==> src/rtl/sram_port_arb.sv <==
// rtl/sram_port_arb.sv - single-port SRAM arbiter: load writes vs buffer/store reads
// Round-robin among three requesters; a multi-beat load burst locks out the readers.
module sram_port_arb #(
  parameter int ADDR_W  = 8,
  parameter int DATA_W  = 128,
  parameter int RR_INIT = 0
) (
  input  logic              clk,
  input  logic              rst_n,
  input  logic              ld_req_vld,
  input  logic [ADDR_W-1:0] ld_req_addr,
  input  logic [DATA_W-1:0] ld_req_data,
  input  logic              ld_req_last,
  output logic              ld_req_rdy,
  input  logic              buf_req_vld,
  input  logic [ADDR_W-1:0] buf_req_addr,
  output logic              buf_req_rdy,
  input  logic              st_req_vld,
  input  logic [ADDR_W-1:0] st_req_addr,
  output logic              st_req_rdy,
  output logic              mem_cen,
  output logic              mem_wen,
  output logic [ADDR_W-1:0] mem_addr,
  output logic [DATA_W-1:0] mem_din,
  input  logic [DATA_W-1:0] mem_dout,
  output logic              buf_rsp_vld,
  output logic [ADDR_W-1:0] buf_rsp_addr,
  output logic [DATA_W-1:0] buf_rsp_data,
  output logic              st_rsp_vld,
  output logic [ADDR_W-1:0] st_rsp_addr,
  output logic [DATA_W-1:0] st_rsp_data,
  output logic              arb_lock
);

  typedef enum logic {
    ARB   = 1'b0,
    WLOCK = 1'b1
  } state_t;

  localparam logic [1:0] RR_INIT_V = 2'(RR_INIT);

  state_t            state_q, state_d;
  logic [1:0]        rr_ptr_q, rr_ptr_d;
  logic              gnt_ld, gnt_buf, gnt_st;
  logic              rd_vld_q, rd_own_st_q;
  logic [ADDR_W-1:0] rd_addr_q;
  logic              run;

  // rst_n is active-high despite its name; run is the not-in-reset qualifier.
  assign run = ~rst_n;

  always_comb begin
    gnt_ld   = 1'b0;
    gnt_buf  = 1'b0;
    gnt_st   = 1'b0;
    state_d  = state_q;
    rr_ptr_d = rr_ptr_q;
    if (run) begin
      case (state_q)
        ARB: begin
          case (rr_ptr_q)
            2'd1: begin
              if (buf_req_vld)     gnt_buf = 1'b1;
              else if (st_req_vld) gnt_st  = 1'b1;
              else if (ld_req_vld) gnt_ld  = 1'b1;
            end
            2'd2: begin
              if (st_req_vld)       gnt_st  = 1'b1;
              else if (ld_req_vld)  gnt_ld  = 1'b1;
              else if (buf_req_vld) gnt_buf = 1'b1;
            end
            default: begin
              if (ld_req_vld)       gnt_ld  = 1'b1;
              else if (buf_req_vld) gnt_buf = 1'b1;
              else if (st_req_vld)  gnt_st  = 1'b1;
            end
          endcase
          if (gnt_ld) begin
            rr_ptr_d = 2'd1;
            if (!ld_req_last) state_d = WLOCK;
          end else if (gnt_buf) begin
            rr_ptr_d = 2'd2;
          end else if (gnt_st) begin
            rr_ptr_d = 2'd0;
          end
        end
        WLOCK: begin
          // Readers stay blocked even while the loader idles between beats.
          gnt_ld = ld_req_vld;
          if (gnt_ld && ld_req_last) begin
            state_d  = ARB;
            rr_ptr_d = 2'd1;
          end
        end
        default: state_d = ARB;
      endcase
    end
  end

  assign ld_req_rdy  = gnt_ld;
  assign buf_req_rdy = gnt_buf;
  assign st_req_rdy  = gnt_st;
  assign mem_cen     = gnt_ld | gnt_buf | gnt_st;
  assign mem_wen     = gnt_ld;
  assign mem_din     = gnt_ld ? ld_req_data : '0;
  assign arb_lock    = run && (state_q == WLOCK);

  always_comb begin
    mem_addr = '0;
    if (gnt_ld)       mem_addr = ld_req_addr;
    else if (gnt_buf) mem_addr = buf_req_addr;
    else if (gnt_st)  mem_addr = st_req_addr;
  end

  always_ff @(posedge clk) begin
    if (rst_n) begin
      state_q     <= ARB;
      rr_ptr_q    <= RR_INIT_V;
      rd_vld_q    <= 1'b0;
      rd_own_st_q <= 1'b0;
      rd_addr_q   <= '0;
    end else begin
      state_q     <= state_d;
      rr_ptr_q    <= rr_ptr_d;
      rd_vld_q    <= gnt_buf | gnt_st;
      rd_own_st_q <= gnt_st;
      if (gnt_buf)     rd_addr_q <= buf_req_addr;
      else if (gnt_st) rd_addr_q <= st_req_addr;
    end
  end

  // Read data is steered straight from the macro; only the owner sees it.
  assign buf_rsp_vld  = run && rd_vld_q && !rd_own_st_q;
  assign st_rsp_vld   = run && rd_vld_q && rd_own_st_q;
  assign buf_rsp_addr = buf_rsp_vld ? rd_addr_q : '0;
  assign st_rsp_addr  = st_rsp_vld ? rd_addr_q : '0;
  assign buf_rsp_data = buf_rsp_vld ? mem_dout : '0;
  assign st_rsp_data  = st_rsp_vld ? mem_dout : '0;

endmodule

==> config.mk <==
export PLATFORM = sky130hd
export DESIGN_NAME = sram_port_arb
export DESIGN_NICKNAME = d
export VERILOG_FILES = /design/src/rtl/sram_port_arb.sv
export SDC_FILE = /design/constraint.sdc
export NUM_CORES = 1
export LEC_CHECK = 0
export BUFFER_PORTS_ARGS = -buffer_cell sky130_fd_sc_hd__buf_2
export CAP_MARGIN = 20
export CORE_AREA = 4 4 275 277
export DETAILED_ROUTE_END_ITERATION = 8
export DIE_AREA = 0 0 279 281
export HOLD_SLACK_MARGIN = 0.03
export PLACE_DENSITY = 0.34
export SETUP_SLACK_MARGIN = 0.05
export SLEW_MARGIN = 5
export SYNTH_ARGS = -nofsm -noshare
export SYNTH_HDL_FRONTEND = slang
export SYNTH_SLANG_ARGS = --single-unit
==> constraint.sdc <==
create_clock -name clk -period 2.7 [get_ports clk]
set_clock_uncertainty 0.15 [all_clocks]
set_input_delay 0.54 -clock clk [delete_from_list [all_inputs] [get_ports clk]]
set_output_delay 0.54 -clock clk [all_outputs]
set_load 0.005 [all_outputs]
**After elaboration in Yosys (flattened, before gate mapping)**

Cells that the tools add are included.

- Bitwise operators: 5
- Multiplexer cells: 43
- Reductions and logical operators: 8
- Equal/unequal tests: 4

Operators with widths:

| kind | count |
|---|---|
| $mux 128 | 3 |
| $mux 8 | 7 |
| $mux 1 | 23 |
| $pmux 1 s2 | 5 |
| $mux 2 | 4 |
| $logic_and 1x1->1 | 5 |
| $ne 4x4->1 const B | 1 |
| $pmux 2 s2 | 1 |
| $or 1x1->1 | 3 |
| $eq 2x1->1 const B | 1 |
| $eq 2x2->1 const B | 1 |
| $ne 2x1->1 const B | 1 |
| $not 1->1 | 2 |
| $reduce_and 2->1 | 1 |
| $reduce_bool 2->1 | 1 |
| $logic_not 1->1 | 1 |

- Register bits after elaboration: 13
- Output and inout bits: 416

**Longest topological paths before layout**

Gate-level depths: netlist of the first run.

- Depth after elaboration: 11
- Gate-level depth with buffers: 8
- Depth with buffers taken out: 6

**Worst setup path before layout of the first run**

OpenSTA, ideal clock, no wires.

- Path kind: reg2out
- Start: reg rr_ptr_q[0]
- End: out mem_din[100]
- Data arrival time: 1.808 ns
- Stages on the path, launching flop included: 8
- Path slack: 0.202 ns
- Required time: 2.010 ns
- Buffers on the path: 2
- Path through: dfxtp_1 inv_1 ha_1 o311ai_2 o22ai_1 buf_4 buf_2 and2_1

- Longest elaborated chain between the ends: 7
- Elaborated cells on any way between the ends: 8

RTL lines:

| element | RTL line | source |
|---|---|---|
| start, declared | 43 | `logic [1:0] rr_ptr_q, rr_ptr_d;` |
| start signal, assigned | 124 | `rr_ptr_q <= rr_ptr_d;` |
| $eq 2x2->1 / $eq 2x1->1 (equally long branches) | 61 | `case (rr_ptr_q)` |
| $pmux 1 s2 (*) | 61 |  |
| $mux 1 (*) | 59 | `case (state_q)` |
| $mux 1 (*) | 58 | `if (run) begin` |
| $pmux 1 s2 (*) | 59 |  |
| $mux 1 (*) | 58 |  |
| $mux 128 (*) | 105 | `assign mem_din = gnt_ld ? ld_req_data : '0;` |
| end, declared | 24 | `output logic [DATA_W-1:0] mem_din,` |

Every way passes the cells marked *; elsewhere a longest branch is shown, timed or not. The select of a mux whose other input is x is not followed.

**Worst setup path after layout of the first run**

- Start: reg rr_ptr_q[0]
- End: out mem_din[83]

The elaborated chain is that of the path after synthesis.

==> results of run 1 <==
## cell type report
type | count | area (um2) | share of cell area [%]
multi-input combinational | 497 | 3760 | 35.0
antenna | 5 | 12.5 | 0.117
clock buffer | 4 | 78.8 | 0.735
inverter | 21 | 78.8 | 0.735
timing repair buffer | 777 | 5330 | 49.7
tap | 959 | 1200 | 11.2
sequential | 13 | 265 | 2.47
## power by group through the flow
| stage | clock network, mW | logic [mW] | registers, mW |
|---|---|---|---|
| after detailed placement | 0 | 1.50 | 0.260 |
| after floorplan | 0 | 0.666 | 0.236 |
| after global placement | 0 | 1.50 | 0.259 |
| after global routing | 0.309 | 2.58 | 0.264 |
| final | 0.294 | 2.42 | 0.257 |
| after CTS | 0.306 | 2.16 | 0.260 |
## cells by family (layout without fill, tap and decap cells)
| group | count (synthesis) | in the layout | synth area share (%) |
|---|---|---|---|
| AO/OA/AOI/OAI | 49 | 50 | 12.0 |
| adder cells (fa/ha/maj) | 2 | 2 | 0.645 |
| buffers and inverters | 79 | 802 | 9.22 |
| flip-flops | 13 | 13 | 6.71 |
| multiplexers | 8 | 8 | 2.06 |
| other | 0 | 5 | 0 |
| AND/OR/NAND/NOR | 437 | 437 | 69.4 |
## sequential cells by signal (all words and copies together) (netlist names)
signal and cells:
rd_addr_q 8, rd_own_st_q 1, rd_vld_q 1, rr_ptr_q 2, state_q 1
## worst max path at each step
| stage | startpoint | end | slack (ns) | cells after the start |
|---|---|---|---|---|
| 6_report | rr_ptr_q[0] | mem_din[83] | -0.15 | 10 |
| 3_5_place_dp | st_req_vld | mem_addr[2] | -0.12 | 7 |
| 5_1_grt | rr_ptr_q[0] | mem_din[29] | -0.23 | 10 |
| 3_3_place_gp | st_req_vld | mem_addr[3] | -0.15 | 7 |
| 4_1_cts | rr_ptr_q[0] | mem_din[88] | -0.14 | 10 |
| 2_1_floorplan | rr_ptr_q[0] | mem_din[100] | 0.20 | 7 |
## placed cells by master (no fill, tap or decap), types with 2 or more instances in the layout
master	instances
and2_4	105
a41oi_2	7
o21ai_0	8
nand2_1	2
dfxtp_1	11
ha_4	2
nand3_1	9
buf_2	586
a31o_4	2
inv_2	3
and2_1	295
a311oi_2	15
buf_16	13
buf_6	104
or2_2	2
buf_12	14
nand2b_1	2
a21o_1	2
nor2_1	13
clkbuf_4	2
buf_4	49
a21oi_1	3
clkbuf_16	10
mux2i_1	6
inv_1	18
diode_2	5
buf_8	2
a31oi_1	2
## synthesized netlist by cell type (3+ instances only)
cell type  number  share of area (%)
a21oi_1         3               0.39
a311oi_1        8                1.8
a311oi_2        8                3.1
a41oi_1         5                1.1
a41oi_2         3                1.3
and2_1        400                 64
buf_2          19                2.5
buf_6           4                1.2
clkbuf_1       32                3.1
dfxtp_1        13                6.7
inv_1          21                2.0
mux2i_1         8                2.1
nand2b_1        4               0.64
nand3_1         9                1.2
nor2_1         13                1.3
o21ai_0         8                1.0
## routing by layer
metal | share of wire [%] | up-vias | GRT usage [%]
met2 | 46 | 414 | 16.9
li1 | - | 3301 | -
met4 | 3.5 | 2 | 3.20
met3 | 9.0 | 44 | 3.74
met5 | 0.027 | - | 0
met1 | 41 | 3326 | 13.0
## per-stage QoR
stage          hold WS, ns  instances  total power, mW  worst slack (ns)
4_1_cts              0.362       2252             2.72            -0.145
5_1_grt              0.365       2275             3.16            -0.234
3_5_place_dp         0.352       2229             1.76            -0.118
6_report             0.365       2276             2.97            -0.153
2_1_floorplan        0.311        588            0.902             0.202
3_3_place_gp         0.346       2229             1.76            -0.151
## worst max-delay path: cells and delay by family (launching register included)
| family | cells | cell delay, ns |
|---|---|---|
| buffers and inverters | 6 | 0.76 |
| AOI/OAI and AO/OA | 2 | 0.48 |
| DFF | 1 | 0.34 |
| and+or+nand+nor | 1 | 0.16 |
| adders and majority gates | 1 | 0.15 |
## repair_timing
action / 4_1_cts / 5_1_grt
gates resized for setup: 166 / 132
setup buffers: 7 / 10
pin swaps: 61 / 54
hold buffers: 0 / 0
gates cloned: 12 / 9
setup endpoints to repair: 140 / 237
==> impl_metrics.py, run 1 <==
metrics = {
    "setup_path": {
        "rr_worst_depth": 9,
        "end_kind": "primary output",
        "cp.arrival_ns": 2.16,
        "rrSetupSlack_ns": 0.59,
        "rr_endpoint": "rd_addr_q[5]",
        "worstSetupPathType": "reg2out",
        "critPathMaxFanout": 9,
        "slowest_stage": "dfxtp_2",
        "start_kind": "register",
        "path_cells": "inv_2 -> ha_4 -> buf_6 -> o311ai_4 -> o22ai_4 -> buf_12 -> buf_16 -> buf_16 -> and2_4 -> buf_6",
        "r2r-start": "rr_ptr_q[0]",
        "cp_slowest_stage_delay_ns": 0.34,
        "cp.required_ns": 2.01,
    },
    "pwr": {
        "vdd_ir_drop_max_mv": 0.172,
        "seqPwrFrac_pct": 8.6,
        "p_switching_mw": 1.20,
        "p_leak_nw": 5.85,
        "internal_power_mw": 1.77,
        "p_comb_share_pct": 81.5,
        "pwr-share-clk_pct": 9.9,
        "netSwitchingFraction_pct": 40.4,
        "power_density_nw_per_um2": 277,
    },
    "worst_hold_path": {
        "min_from": "ld_req_last",
        "hold_class": "in2reg",
        "min_to": "state_q",
        "hold_depth": 2,
    },
    "die": {
        "die_y_um": 281,
        "core_area_um2": 72800,
        "dieWidth_um": 279,
        "ios": 702,
        "rows": 99,
        "die_area_um2": 78400,
        "start_util_pct": 5.33,
    },
    "layout": {
        "final_util_pct": 14.7,
        "final_area_um2": 10700,
        "drive_gt1_share_pct": 71.0,
        "syn_to_final_growth_pct": 176,
        "finalNetCount": 1601,
        "num-fill-cells": 8393,
    },
    "yosys": {
        "synth-warning-count": 0,
        "ys_ff_latch": 13,
        "avgSynthCellArea_um2": 6.60,
        "synth_ff_type": "dfxtp_1",
        "yosysUniqueCellTypes": 38,
        "async_reset_ff_share_pct": 0,
        "synth_edf_count": 0,
        "synthCells": 588,
        "yosysSeqAreaShare_pct": 6.71,
        "synth_fp_nets": 876,
        "syn_area_um2": 3880,
    },
    "outcome": {
        "violations": "setup timing",
        "outcome": "finished, violations left",
    },
    "timing": {
        "rsz0062_at_grt": "yes",
        "setup_viol": 134,
        "finalCriticalPeriod_ns": 2.85,
        "tightest_slew_ns": 0.351,
        "max_freq_mhz": 350,
        "tns_ns": -11.91,
        "final_max_slew_viol_count": 0,
        "slew_headroom_pct": 76.6,
        "final.setup.worst_slack_ns": -0.153,
        "fin_crit_sh_pct": 106,
        "hold_violations": 0,
    },
    "routing": {
        "first_pass_iters": 4,
        "wl_per_cell_um": 21.1,
        "first_iter_violations": 209,
        "drt-vias-per-instance": 3.11,
        "vias": 7087,
        "route.detailed.drc": 0,
        "wirelength_um": 48000,
        "drtAntennaViolNets": 0,
    },
    "clock_network": {
        "cts_root_buf": "clkbuf_16",
        "htreeDepth": 1,
        "cts_buffer_depth": 2,
        "clk_pin_slew_ns": 0.05,
        "clock_latency_ns": 0.25,
        "cts_buffers": 3,
        "clkSinkCount": 13,
        "cts_tree": "yes",
    },
    "place": {
        "dp_hpwl_um": 38600,
        "placement.io_buffers": 701,
        "place_area_um2": 8730,
        "routabilityCongestion": 0.912,
    },
    "run": {
        "maxCapViolations": 0,
    },
    "grt": {
        "grt_util_all_layers_pct": 10.4,
        "antenna_found_initial": 9,
        "grt_overflow": 0,
        "first_global_vias": 7109,
        "grt_pass1_wl_um": 58400,
        "grt_max_degree": 137,
    },
}
Note: power is estimated with default switching activity, not from simulation.
==> inputs of run 2 (changes only) <==
- PLACE_DENSITY: 0.34 -> not set
- PLACE_DENSITY_LB_ADDON: not set -> 0.3
==> run 2 against run 1 <==
Net effect:
- critical endpoint is now mem_din[76]
- the run still ends with setup timing left
- cell area fell by 5.9%
- hold slack gained 0.0047 ns
- global-route usage decreased by 2.0 points
- power decreased by 9.4%
- register-to-register slack better by 0.07 ns
- setup slack better by 0.029 ns
- clock power shrank 4%
- combinational power shrank 11%
==> impl_metrics.py, run 2 (same netlist as run 1, synthesis figures left out) <==
metrics = {
    "grt": {
        "grt_max_degree": 71,
        "grt_pass1_wl_um": 47800,
        "grt_util_all_layers_pct": 8.41,
        "antenna_found_initial": 11,
        "first_global_vias": 6206,
        "grt_overflow": 0,
    },
    "setup_path": {
        "critPathMaxFanout": 11,
        "cp.required_ns": 2.01,
        "path_cells": "inv_4 -> ha_4 -> o311ai_4 -> o22ai_4 -> buf_12 -> buf_16 -> buf_6 -> and2_1 -> buf_2",
        "end_kind": "primary output",
        "cp.arrival_ns": 2.13,
        "cp_slowest_stage_delay_ns": 0.37,
        "slowest_stage": "dfxtp_4",
        "worstSetupPathType": "reg2out",
        "start_kind": "register",
    },
    "timing": {
        "hold_violations": 0,
        "slew_headroom_pct": 70.7,
        "rsz0062_at_grt": "yes",
        "setup_viol": 118,
        "hold_ws_ns": 0.370,
        "tightest_slew_ns": 0.439,
        "fin_crit_sh_pct": 105,
        "final.setup.worst_slack_ns": -0.124,
        "max_freq_mhz": 354,
        "finalCriticalPeriod_ns": 2.82,
        "final_max_slew_viol_count": 0,
    },
    "clock_network": {
        "ctsHoldBuffers": 0,
        "htreeDepth": 1,
        "cts_root_buf": "clkbuf_16",
        "cts_tree": "yes",
        "cts_buffer_depth": 2,
        "cts_buffers": 3,
        "clkSinkCount": 13,
        "clk_pin_slew_ns": 0.04,
        "clock_latency_ns": 0.24,
    },
    "layout": {
        "top_regs": "rd_addr_q: 8 flops, rr_ptr_q: 2 flops",
        "layout_common_cells": "buf_2, and2_1, buf_6",
        "finalNetCount": 1587,
        "num-fill-cells": 8424,
        "stdcell_count": 2260,
        "largest_register_ffs": 8,
        "syn_to_final_growth_pct": 160,
        "final_common_cell": "buf_2",
        "regMostFlops": "rd_addr_q",
        "drive_gt1_share_pct": 67.6,
    },
    "pwr": {
        "p_leak_nw": 5.67,
        "power_density_nw_per_um2": 267,
        "vdd_ir_drop_max_mv": 0.184,
    },
    "routing": {
        "first_pass_iters": 4,
        "wl_per_cell_um": 17.1,
        "first_iter_violations": 218,
        "vias": 6694,
        "drtAntennaViolNets": 0,
        "route.detailed.drc": 0,
        "wirelength_um": 38700,
        "drt-vias-per-instance": 2.96,
    },
    "run": {
        "maxCapViolations": 0,
    },
    "place": {
        "routabilityCongestion": 0.823,
        "dpl.cell_count": 2230,
        "dp_hpwl_um": 32300,
        "placement.io_buffers": 701,
    },
    "die": {
        "core_area_um2": 72800,
        "dieWidth_um": 279,
        "die_area_um2": 78400,
        "die_y_um": 281,
        "ios": 702,
        "rows": 99,
        "start_util_pct": 5.33,
    },
    "worst_hold_path": {
        "hold_class": "in2reg",
    },
    "outcome": {
        "violations": "setup timing",
        "outcome": "finished, violations left",
    },
}
## run 2: changes by cell type in the layout (fill, tap and decap cells not counted), moves of 3 or more
cell      before  now
buf_6        104   73
buf_2        586  634
and2_4       105   67
a311oi_2      15   12
buf_16        13    6
and2_1       295  333
buf_4         49   29
a311oi_1       1    4
buf_12        14    9
## run 2: final cells by class
type	count	area, um2	area share (%)
timing repair buffer	763	4830	47.8
sequential	13	268	2.65
inverter	21	81.3	0.806
antenna	3	7.51	0.0744
clock inverter	1	5.00	0.0496
clock buffer	3	75.1	0.744
tap	959	1200	11.9
multi-input combinational	497	3630	35.9
## run 2: final timing paths
kind | start | end | slack (ns) | depth (start not counted)
max | rr_ptr_q[0] | mem_din[76] | -0.12 | 9
min | ld_req_last | state_q | 0.37 | 2
max reg2reg | rr_ptr_q[0] | rd_addr_q[0] | 0.66 | 9
min reg2reg | rr_ptr_q[0] | rr_ptr_q[0] | 0.37 | 2
## run 2: timing repair
item	4_1_cts	5_1_grt
buffers inserted	4	7
pin swaps	11	51
gates resized for setup	69	128
endpoints found under the setup margin	166	186
cloned	6	8
## run 2: critical path, delay by kind of cell (launching register included)
family	cells	cell delay [ns]
AOI/OAI and AO/OA	2	0.46
DFF	1	0.37
and+or+nand+nor	1	0.16
adders and majority gates	1	0.25
buffers and inverters	5	0.64
## run 2: through the flow
stage                     setup TNS (ns)  total power [mW]  area, um2  worst slack (ns)  util (%)
after floorplan                        0             0.902       3880             0.202         -
after global placement          -0.00768              1.81       8730          -0.00768      12.0
after detailed placement         -0.0414              1.78       8730           -0.0232      12.0
after CTS                         -13.12              2.40       9330            -0.128      12.8
after global routing              -23.05              2.89      10100            -0.212      13.8
final                             -10.64              2.69      10100            -0.124      13.9
## run 2: metal layers
metal  share of wire (%)  vias to the layer above  global-route usage (%)
li1                    -                     3266                       -
met1                  41                     3004                    10.8
met2                  48                      387                    14.4
met3                 8.3                       33                    2.06
met4                 2.2                        4                    1.66
met5               0.070                        -                       0
## run 2: power by group
group,internal (mW),switching [mW],total (mW),leakage (nW)
Sequential,0.223,0.0390,0.262,0.108
Clock,0.197,0.0845,0.282,0.0409
Combinational,1.21,0.941,2.15,5.52
